File: config.mk
export PLATFORM = sky130hd
export DESIGN_NAME = hazard_unit
export DESIGN_NICKNAME = d
export VERILOG_FILES = /design/src/rtl/pipe_pkg.sv /design/src/rtl/mul_stall_fsm.sv /design/src/rtl/hazard_unit.sv
export SDC_FILE = /design/constraint.sdc
export NUM_CORES = 1
export LEC_CHECK = 0
export BUFFER_PORTS_ARGS = -buffer_cell sky130_fd_sc_hd__buf_4
export CORE_MARGIN = 1.5
export CORE_UTILIZATION = 23
export CTS_CLUSTER_DIAMETER = 150
export CTS_CLUSTER_SIZE = 30
export DETAILED_ROUTE_END_ITERATION = 7
export GPL_TIMING_DRIVEN = 1
export PLACE_DENSITY_LB_ADDON = 0.05
export SETUP_SLACK_MARGIN = 0.02
export SYNTH_ARGS = -nofsm -noshare
export SYNTH_HDL_FRONTEND = slang
export SYNTH_SLANG_ARGS = --single-unit
export TNS_END_PERCENT = 100
File: constraint.sdc
create_clock -name clk -period 1.2 [get_ports clk]
set_clock_uncertainty 0.2 [all_clocks]
set_input_delay 0.06 -clock clk [delete_from_list [all_inputs] [get_ports clk]]
set_output_delay 0.06 -clock clk [all_outputs]
set_load 0.02 [all_outputs]
File: src/rtl/pipe_pkg.sv
// Shared pipeline definitions: register-address width, zero register, multiply FSM states
// and the destination-register payload carried through EX/MEM and MEM/WB.
package pipe_pkg;

  localparam int unsigned REG_ADDR_W      = 5;
  localparam int unsigned MUL_LATENCY_DEF = 4;

  localparam logic [REG_ADDR_W-1:0] REG_ZERO = REG_ADDR_W'(0);

  typedef enum logic {
    IDLE = 1'b0,
    BUSY = 1'b1
  } mul_state_e;

  typedef struct packed {
    logic                  reg_write;
    logic [REG_ADDR_W-1:0] rd;
  } dest_t;

endpackage

File: src/rtl/mul_stall_fsm.sv
// Holds EX while a multi-cycle multiply occupies it; stall is combinational from state
// and the incoming multiply so the first occupancy cycle already stalls.
module mul_stall_fsm
  import pipe_pkg::*;
#(
  parameter int unsigned MUL_LATENCY = MUL_LATENCY_DEF
) (
  input  logic clk,
  input  logic rst_n,
  input  logic mul,
  input  logic flush,
  output logic stall
);

  localparam int unsigned CW = $clog2(MUL_LATENCY) + 1;
  localparam bit          MULTI_CYCLE = (MUL_LATENCY > 1);
  // Remaining stall cycles after the first one, loaded on entry to BUSY.
  localparam logic [CW-1:0] CNT_LOAD = CW'((MUL_LATENCY > 1) ? (MUL_LATENCY - 2) : 0);

  mul_state_e    state, state_nx;
  logic [CW-1:0] cnt, cnt_nx;

  always_ff @(posedge clk) begin
    if (!rst_n) begin
      state <= IDLE;
      cnt   <= '0;
    end else begin
      state <= state_nx;
      cnt   <= cnt_nx;
    end
  end

  always_comb begin
    state_nx = state;
    cnt_nx   = cnt;
    stall    = 1'b0;
    case (state)
      IDLE: begin
        if (mul && !flush && MULTI_CYCLE) begin
          stall    = 1'b1;
          cnt_nx   = CNT_LOAD;
          state_nx = BUSY;
        end
      end
      BUSY: begin
        if (flush) begin
          cnt_nx   = '0;
          state_nx = IDLE;
        end else if (cnt != '0) begin
          stall  = 1'b1;
          cnt_nx = cnt - CW'(1);
        end else begin
          state_nx = IDLE;
        end
      end
      default: begin
        cnt_nx   = '0;
        state_nx = IDLE;
      end
    endcase
  end

endmodule

File: src/rtl/hazard_unit.sv
// Hazard controller: load-use stall/bubble, EX/MEM and MEM/WB destination registers.
// Multiply EX hold is compiled in only when MULDIV_STALL_EN is defined.
module hazard_unit
  import pipe_pkg::*;
#(
  parameter int unsigned MUL_LATENCY = MUL_LATENCY_DEF
) (
  input  logic                  clk,
  input  logic                  rst_n,
  input  logic [REG_ADDR_W-1:0] IF_ID_rs,
  input  logic [REG_ADDR_W-1:0] IF_ID_rt,
  input  logic [REG_ADDR_W-1:0] ID_EX_rd,
  input  logic                  ID_EX_reg_write,
  input  logic                  ID_EX_mem_read,
  input  logic                  ID_EX_mul,
  input  logic                  flush_ex,
  output logic                  EX_MEM_reg_write,
  output logic [REG_ADDR_W-1:0] EX_MEM_rd,
  output logic                  MEM_WB_reg_write,
  output logic [REG_ADDR_W-1:0] MEM_WB_rd,
  output logic                  stall_id,
  output logic                  stall_ex,
  output logic                  bubble_id_ex
);

  dest_t ex_mem, mem_wb;
  logic  load_use;

`ifdef MULDIV_STALL_EN
  mul_stall_fsm #(
    .MUL_LATENCY (MUL_LATENCY)
  ) u_mul_stall_fsm (
    .clk   (clk),
    .rst_n (rst_n),
    .mul   (ID_EX_mul),
    .flush (flush_ex),
    .stall (stall_ex)
  );
`else
  logic unused_mul;
  assign unused_mul = ID_EX_mul ^ (MUL_LATENCY == 0);
  assign stall_ex   = 1'b0;
`endif

  assign load_use = ID_EX_mem_read && (ID_EX_rd != REG_ZERO) &&
                    ((ID_EX_rd == IF_ID_rs) || (ID_EX_rd == IF_ID_rt));

  // A held ID/EX must not be overwritten by the load-use bubble.
  assign stall_id     = load_use | stall_ex;
  assign bubble_id_ex = load_use & ~stall_ex;

  always_ff @(posedge clk) begin
    if (!rst_n) begin
      ex_mem <= '0;
      mem_wb <= '0;
    end else begin
      if (flush_ex || stall_ex) begin
        ex_mem <= '0;
      end else begin
        ex_mem <= '{reg_write: ID_EX_reg_write, rd: ID_EX_rd};
      end
      mem_wb <= ex_mem;
    end
  end

  assign EX_MEM_reg_write = ex_mem.reg_write;
  assign EX_MEM_rd        = ex_mem.rd;
  assign MEM_WB_reg_write = mem_wb.reg_write;
  assign MEM_WB_rd        = mem_wb.rd;

endmodule
-- Word-level counts from Yosys, hierarchy flattened
Cells that the tools add are included.
- register bits after elaboration: 12
- eq/ne operators: 2
- bitwise operators: 1
- reduce and logical (&&, ||, !) cells: 5
- operators by type and width (kind ; count):
    == test 5 bit ; 2
    nonzero test 5 bit ; 1
    logical AND 1 bit ; 2
    OR reduction 2 bit ; 1
    logical OR 1 bit ; 1
    inverter 1 bit ; 1

-- Depth between registers and ports, before layout
Gate-level depths: netlist (run 1).
- word-level depth: 3
- gate-level depth with buffers: 5
- gate-level depth less buffers: 4

-- Worst setup path after synthesis (run 1)
OpenSTA, ideal clock, no wires.
- kind: input port to output port
- start: in ID_EX_rd[0]
- end: out stall_id
- arrival: 1089 ps
- required time: 940 ps
- path slack: -149 ps
- stages: 5
- buffers on the path: 1
- cell sequence: xor2_1 nor3_1 nand3_1 a21oi_1 buf_4
- cells in the longest elaborated chain, start to end: 3
- RTL lines (element ; RTL line ; RTL):
    from (decl) ; hazard_unit.sv:12 ; input logic [REG_ADDR_W-1:0] ID_EX_rd,
    == test 5 bit or nonzero test 5 bit (tied branches) ; hazard_unit.sv:46, hazard_unit.sv:45 ;
    logical OR 1 bit or logical AND 1 bit (tied branches) ; hazard_unit.sv:46, hazard_unit.sv:45 ;
    logical AND 1 bit * ; hazard_unit.sv:45 ; assign load_use = ID_EX_mem_read && (ID_EX_rd != REG_ZERO) &&
    to (decl) ; hazard_unit.sv:21 ; output logic stall_id,
Every way passes the cells marked *; elsewhere a longest branch is shown, timed or not.

-- Worst setup path after layout (run 1)
- start: in ID_EX_rd[1]
- end: out bubble_id_ex
- cells in the longest elaborated chain, start to end: 3
- RTL lines (element ; RTL line ; RTL):
    == test 5 bit or nonzero test 5 bit (tied branches) ; hazard_unit.sv:46, hazard_unit.sv:45 ;
    logical OR 1 bit or logical AND 1 bit (tied branches) ; hazard_unit.sv:46, hazard_unit.sv:45 ;
    logical AND 1 bit * ; hazard_unit.sv:45 ;
    to (decl) ; hazard_unit.sv:23 ; output logic bubble_id_ex
Marked as above.

==> results of run 1 <==
==> logic make-up (layout without fill, tap and decap cells) <==
group,count (synthesis),in the layout,share of synthesized area (%)
AO/OA/AOI/OAI,2,2,2.14
XOR/XNOR,10,10,18.8
buffers and inverters,2,46,3.22
flip-flops,12,12,51.5
other,1,1,0.804
AND/OR/NAND/NOR,18,18,23.6
==> cell usage after synthesis, drive strengths merged <==
| library cell | number | share of area (%) |
|---|---|---|
| o21ai | 1 | 1.1 |
| buf | 2 | 3.2 |
| xor2 | 6 | 11 |
| xnor2 | 4 | 7.5 |
| conb | 1 | 0.80 |
| dfxtp | 12 | 51 |
| a21oi | 1 | 1.1 |
| nand3 | 2 | 2.1 |
| and2 | 12 | 16 |
| nor3 | 2 | 2.1 |
| or4 | 1 | 1.6 |
| nor2b | 1 | 1.3 |
==> sequential cells by signal (all words and copies together), names as in the netlist <==
register          cells
MEM_WB_reg_write      1
EX_MEM_rd             5
EX_MEM_reg_write      1
MEM_WB_rd             5
==> final cells by class <==
cell class / count / area (µm²) / area share (%)
multi-input combinational: 31 / 223 / 25.7
sequential: 12 / 240 / 27.7
clock buffer: 3 / 22.5 / 2.60
timing repair buffer: 43 / 348 / 40.1
tap: 27 / 33.8 / 3.90
==> critical path: cells and delay by family <==
family | cells | cell delay [ns]
AO/OA/AOI/OAI | 2 | 0.19
buffers and inverters | 2 | 0.24
AND/OR/NAND/NOR | 1 | 0.52
==> cells in the final DEF (no fill, tap or decap) <==
cell,synthesis,final
dfxtp_1,12,12
dlygate4sd3_1,0,7
xor2_1,6,6
nor3_1,2,2
xnor2_1,4,4
o21ai_2,0,1
nand3_1,2,2
nor2b_1,1,1
buf_4,2,34
a21oi_2,0,1
conb_1,1,1
buf_6,0,2
and2_1,11,11
clkbuf_4,0,3
or4_4,0,1
and2_2,1,1
==> layer usage <==
metal  GRT usage, %  share of wire [%]  up-vias  wire length (µm)
li1               -                  -      229                 -
met1           9.60                 35      183               360
met2           18.1                 57       27               586
met3           2.26                8.6        0                89
met4           6.49                  0        0                 0
met5              0                  0        -                 0
==> worst max path at each step <==
| stage | from | end | slack [ns] | cells past startpoint |
|---|---|---|---|---|
| finish | ID_EX_rd[1] | bubble_id_ex | -0.08 | 5 |
| CTS | ID_EX_rd[1] | bubble_id_ex | -0.10 | 5 |
| global route | ID_EX_rd[1] | bubble_id_ex | -0.09 | 5 |
| global placement | ID_EX_rd[4] | stall_id | -0.13 | 5 |
| floorplan | ID_EX_rd[1] | stall_id | -0.03 | 4 |
| detailed placement | ID_EX_rd[4] | bubble_id_ex | -0.13 | 5 |
==> through the flow <==
stage	total power (W)	utilization (%)	TNS (ns)	hold WS, ns	std cells
detailed placement	0.000589	39.1	-0.257	0.0738	106
global route	0.000888	44.7	-0.180	-0.0437	116
finish	0.000830	44.7	-0.150	-0.0437	116
floorplan	0.000494	-	-0.0338	-0.0183	45
CTS	0.000847	44.7	-0.205	-0.0510	116
global placement	0.000589	39.1	-0.254	0.0712	106
==> what timing repair did <==
item                                   in CTS  in global routing
pin swaps                                   2                  1
endpoints found under the hold margin      12                  6
resized for setup                           4                  0
setup endpoints to repair                   2                  2
gates cloned                                0                  0
buffers inserted                            0                  0
==> power breakdown <==
group	switching (W)	leakage [nW]	internal, W
clock	0.000114	0.0138	0.000116
combinational	0.0000733	0.296	0.000110
sequential	0.00000477	0.0981	0.000412
==> impl_metrics.json, run 1 <==
{
  "dr.pass1.iters": 1,
  "fin_nets": 112,
  "vdd_ir_drop_max_uv": 361,
  "vias_per_cell": 3.78,
  "maxSlewViolCount": 0,
  "dieArea_um2": 2310,
  "hold_end": "EX_MEM_rd[4]",
  "cts.sinks": 12,
  "synth_fp_nets": 66,
  "synth_cell_types": 13,
  "finalCritPeriodShare_pct": 106,
  "synth_area_um2": 467,
  "fp.dieH_um": 48.0,
  "worst-path-max-fanout": 2,
  "cts-root-buf": "clkbuf_4",
  "yosysSeqAreaShare_pct": 51.5,
  "vias": 439,
  "antenna_found_initial": 0,
  "required_ns": 0.94,
  "r2r_cells": 1,
  "postRouteAntennaNets": 0,
  "slowest_stage": "or4_4",
  "ys_seq_elements": 12,
  "finalHoldViolations": 6,
  "worstHoldStart": "flush_ex",
  "cp-start-kind": "primary input",
  "grt_pass1_wl_um": 1520,
  "end_kind": "output pin",
  "rows": 16,
  "placed_area_um2": 759,
  "track_usage_pct": 9.82,
  "start_util_pct": 24.0,
  "synthCells": 45,
  "dpl.hpwl_um": 826,
  "grt_overflow_total": 0,
  "routabilityCongestion": 0.644,
  "cts.path.max_buffers": 2,
  "routed_wirelength_um": 1040,
  "finalCriticalPeriod_ns": 1.28,
  "grt_max_degree": 7,
  "clk_pin_slew_ns": 0.07,
  "cts_hold_buf": 7,
  "setup_violations": 2,
  "fmax_mhz": 784,
  "io_buffers": 33,
  "rsz0062_at_grt": "true",
  "place_ws_ns": -0.129,
  "total_leakage_power_nw": 0.408,
  "num_antenna_cells": 0,
  "p_per_area_nw_per_um2": 957,
  "drtIter0Drc": 0,
  "avgSynthCellArea_um2": 10.4,
  "die_x_um": 48.0,
  "timing.rr.start": "EX_MEM_rd[0]",
  "hold_depth": 3,
  "max_cap_violations": 0,
  "rr_endpoint": "MEM_WB_rd[0]",
  "core_area_um2": 1940,
  "hp-class": "in2reg",
  "rrSetupSlack_ns": 0.44,
  "numCtsBuffers": 3,
  "outcome": "finished with violations",
  "criticalPathCategory": "in2out",
  "num-fill-cells": 216,
  "cts_tree": "done",
  "insertion_delay_ns": 0.26,
  "grt_pass1_vias": 409,
  "critPathMaxStageDelay_ns": 0.52,
  "wire_per_inst_um": 8.94,
  "fin_hold_ws_ns": -0.0437,
  "htreeDepth": 1,
  "cp.arrival_ns": 1.02,
  "crit_chain": "buf_6, or4_4, o21ai_2, a21oi_2, buf_4",
  "fin_area_um2": 867,
  "drive_above_1_share_pct": 48.3,
  "failed_checks": "hold timing, setup timing",
  "io_pins": 36,
  "fin_ws_ns": -0.0752,
  "drc": 0,
  "syn2layout_area_growth_pct": 85.8,
  "synth_warnings": 0
}
Power figures use the tool's default switching activity.
==> run 2: changes to the inputs <==
Settings changed: CORE_MARGIN 1.5 to 8.
==> impl_metrics.json, run 2 (same netlist as run 1, synthesis figures left out) <==
{
  "grt_overflow_total": 0,
  "core_area_um2": 1940,
  "dieArea_um2": 3730,
  "total_leakage_power_nw": 0.421,
  "required_ns": 0.94,
  "vias": 449,
  "multi_input_area_um2": 228,
  "final_common_cell": "buf_4",
  "drc": 0,
  "num_antenna_cells": 0,
  "cp.arrival_ns": 1.05,
  "endpoint": "bubble_id_ex",
  "fin_hold_ws_ns": -0.0335,
  "grt_pass1_wl_um": 1930,
  "critPathMaxStageDelay_ns": 0.52,
  "setup_violations": 2,
  "ff_latch_area_um2": 240,
  "rrSetupSlack_ns": 0.44,
  "io_buffers": 33,
  "cts-root-buf": "clkbuf_4",
  "die_x_um": 61.0,
  "crit_chain": "buf_8, or4_1, o21ai_1, a21oi_2, buf_6",
  "cp.depth": 5,
  "timing.rr.start": "EX_MEM_rd[0]",
  "maxSlewViolCount": 0,
  "syn2layout_area_growth_pct": 93.3,
  "postRouteAntennaNets": 0,
  "grt_pass1_vias": 483,
  "finalCritPeriodShare_pct": 109,
  "rsz0062_at_grt": "true",
  "critPathLaunch": "ID_EX_rd[4]",
  "finalCriticalPeriod_ns": 1.31,
  "worst-path-max-fanout": 3,
  "max_cap_violations": 0,
  "routabilityCongestion": 0.649,
  "fin_nets": 114,
  "wire_per_inst_um": 10.5,
  "start_util_pct": 24.0,
  "fp.dieH_um": 61.0,
  "dpl.hpwl_um": 1030,
  "num-fill-cells": 188,
  "cts_hold_buf": 7,
  "layout_common_cells": "buf_4 (33), dfxtp_1 (12), and2_1 (11)",
  "track_usage_pct": 7.24,
  "fin_ws_ns": -0.108,
  "insertion_delay_ns": 0.26,
  "io_pins": 36,
  "cts.path.max_buffers": 2,
  "grt_max_degree": 7,
  "cts_tree": "done",
  "slowest_stage": "or4_1",
  "r2r_cells": 1,
  "cts.sinks": 12,
  "vdd_ir_drop_max_uv": 369,
  "failed_checks": "hold timing, setup timing",
  "cp_top_family": "simple AND/OR/NAND/NOR gates",
  "cp-start-kind": "primary input",
  "critPathBufInv": 2,
  "hp-class": "in2reg",
  "dr.pass1.iters": 1,
  "routed_wirelength_um": 1240,
  "rows": 16,
  "finalHoldViolations": 5,
  "rr_endpoint": "MEM_WB_rd[0]",
  "end_kind": "output pin",
  "fmax_mhz": 765,
  "htreeDepth": 1,
  "outcome": "finished with violations",
  "clk_pin_slew_ns": 0.06,
  "vias_per_cell": 3.81,
  "criticalPathCategory": "in2out",
  "placed_area_um2": 759,
  "fin_area_um2": 902,
  "numCtsBuffers": 3,
  "drtIter0Drc": 0,
  "p_per_area_nw_per_um2": 926,
  "antenna_found_initial": 0,
  "setup_tns_ns": -0.215,
  "drive_above_1_share_pct": 49.5
}
==> run 2: worst min-delay path by stage <==
stage / cells after the start / endpoint / slack (ns) / from
final: 3 / EX_MEM_rd[2] / -0.03 / flush_ex
after global routing: 3 / EX_MEM_rd[0] / -0.05 / flush_ex
after CTS: 3 / EX_MEM_rd[0] / -0.04 / flush_ex
after detailed placement: 2 / EX_MEM_reg_write / 0.06 / ID_EX_reg_write
after global placement: 2 / EX_MEM_reg_write / 0.07 / ID_EX_reg_write
after floorplan: 1 / EX_MEM_rd[0] / -0.02 / ID_EX_rd[0]
==> run 2: area by class of cell <==
| cell class | count | area share [%] |
|---|---|---|
| clock buffers | 3 | 2.50 |
| flip-flops and latches | 12 | 26.6 |
| well taps | 27 | 3.74 |
| repair buffers | 45 | 41.9 |
| multi-input cells | 31 | 25.2 |
==> run 2: through the flow <==
stage / setup WS [ns] / util, % / std cells / total power [W] / hold slack (ns)
after floorplan: -0.0338 / - / 45 / 0.000494 / -0.0183
after global routing: -0.173 / 46.5 / 118 / 0.000899 / -0.0498
after CTS: -0.116 / 45.2 / 118 / 0.000844 / -0.0408
final: -0.108 / 46.5 / 118 / 0.000835 / -0.0335
after detailed placement: -0.117 / 39.1 / 106 / 0.000590 / 0.0646
after global placement: -0.125 / 39.1 / 106 / 0.000590 / 0.0663
==> run 2: repair_timing <==
action | CTS | global route
setup buffers | 2 | 0
gates resized for setup | 3 | 5
endpoints found under the setup margin | 2 | 2
pin swaps | 2 | 4
endpoints found under the hold margin | 12 | 5
==> run 2: where the power goes <==
part           total (W)  switching, W  internal (W)
combinational   0.000195     0.0000760      0.000119
sequential      0.000416    0.00000474      0.000412
clock           0.000224      0.000108      0.000116
total           0.000835      0.000189      0.000646
==> run 2: metal layers <==
layer  wire length [µm]  GRT usage, %  vias to the layer above
li1                   -             -                      231
met1                425          6.24                      188
met2                565          11.3                       28
met3                213          3.76                        2
met4                 30          7.97                        0
met5                  0             0                        -
==> run 3: changes to the inputs <==
Settings changed: CAP_MARGIN set to 0, PLACE_DENSITY set to 0.54, PLACE_DENSITY_LB_ADDON 0.05 to unset.
==> impl_metrics.json, run 3 (same netlist as run 1, synthesis figures left out) <==
{
  "outcome": "finished with violations",
  "failed_checks": "hold timing, setup timing",
  "fin_hold_ws_ns": -0.0588,
  "max_cap_violations": 0,
  "vias": 441,
  "routabilityCongestion": 0.674,
  "grt_pass1_wl_um": 1940,
  "cts.sinks": 12,
  "setup_violations": 2,
  "finalCritPeriodShare_pct": 108,
  "htreeDepth": 1,
  "finalPower_w": 0.000918,
  "end_kind": "output pin",
  "maxSlewViolCount": 0,
  "final_common_cell": "buf_4",
  "cts_hold_buf": 7,
  "worst-path-max-fanout": 3,
  "vias_per_cell": 3.74,
  "total_leakage_power_nw": 0.423,
  "hp-class": "in2reg",
  "cp.arrival_ns": 1.04,
  "cts.path.max_buffers": 2,
  "postRouteAntennaNets": 0,
  "insertion_delay_ns": 0.27,
  "fin_nets": 113,
  "drtIter0Drc": 14,
  "grt_pass1_vias": 461,
  "track_usage_pct": 6.80,
  "grt_overflow_total": 0,
  "rsz0062_at_grt": "true",
  "num-fill-cells": 189,
  "numCtsBuffers": 3,
  "cts-root-buf": "clkbuf_4",
  "drc": 0,
  "p_per_area_nw_per_um2": 1020,
  "vdd_ir_drop_max_uv": 365,
  "drive_above_1_share_pct": 50.5,
  "finalHoldViolations": 6,
  "die_x_um": 61.0,
  "core_area_um2": 1940,
  "fp.dieH_um": 61.0,
  "wire_per_inst_um": 10.4,
  "cp-start-kind": "primary input",
  "grt_max_degree": 8,
  "syn2layout_area_growth_pct": 93.0,
  "start_util_pct": 24.0,
  "rows": 16,
  "layout_common_cells": "buf_4 (34), dfxtp_1 (12), and2_1 (11)",
  "clk_pin_slew_ns": 0.07,
  "dr.pass1.iters": 2,
  "fmax_mhz": 771,
  "criticalPathCategory": "in2out",
  "io_buffers": 33,
  "setup_tns_ns": -0.195,
  "dieArea_um2": 3730,
  "post_cts_buffers": 0,
  "io_pins": 36,
  "num_antenna_cells": 0,
  "cts_tree": "done",
  "fin_ws_ns": -0.0976,
  "rrSetupSlack_ns": 0.44,
  "routed_wirelength_um": 1230,
  "finalCriticalPeriod_ns": 1.30,
  "antenna_found_initial": 0,
  "required_ns": 0.94,
  "utilization_pct": 46.4,
  "dpl.hpwl_um": 1050
}
[run 3: cell types whose count changed in the layout (fill, tap and decap cells not counted), sizes merged]
cell | previous run | this run
buf | 38 | 37
clkbuf | 3 | 4
[run 3: area by class of cell]
type | count | area (µm²) | share of cell area [%]
Multi-Input combinational cell | 31 | 228 | 25.3
Tap cell | 27 | 33.8 | 3.75
Sequential cell | 12 | 240 | 26.7
Clock buffer | 4 | 36.3 | 4.03
Timing Repair Buffer | 44 | 363 | 40.3
[run 3: report_power, final]
part | internal, W | switching, W
sequential | 0.000411 | 0.00000488
combinational | 0.000116 | 0.0000763
clock | 0.000184 | 0.000126
total | 0.000711 | 0.000207
[run 3: critical path: stages]
cell and delay [ns]:
buf_6 0.10, or4_4 0.52, o21ai_2 0.15, a21oi_2 0.05
buf_4 0.15
[run 3: path summary, 6_finish.rpt]
| path | start | end | cells after the start |
|---|---|---|---|
| min reg2reg | EX_MEM_rd[3] | MEM_WB_rd[3] | 1 |
| min | flush_ex | EX_MEM_rd[0] | 3 |
| max reg2reg | EX_MEM_reg_write | MEM_WB_reg_write | 1 |
| max | ID_EX_rd[3] | stall_id | 5 |
[run 3: what timing repair did]
action / CTS / global route
endpoints found under the setup margin: 2 / 2
gates resized for setup: 4 / 3
pin swaps: 2 / 4
hold endpoints to repair: 12 / 5
[run 3: through the flow]
| stage | cells | hold WS, ns | setup WS, ns | area (µm²) |
|---|---|---|---|---|
| 2_1_floorplan | 45 | -0.0183 | -0.0338 | 470 |
| 3_3_place_gp | 107 | 0.0625 | -0.115 | 767 |
| 3_5_place_dp | 107 | 0.0716 | -0.127 | 767 |
| 4_1_cts | 118 | -0.0578 | -0.105 | 888 |
| 5_1_grt | 118 | -0.0327 | -0.112 | 901 |
| 6_report | 118 | -0.0588 | -0.0976 | 901 |
[run 3: metal layers]
layer	vias up	routed length, µm	track usage, %
met4	0	14	3.99
met3	2	199	3.13
met2	27	531	11.0
met1	181	487	7.04
li1	231	-	-
met5	-	0	0
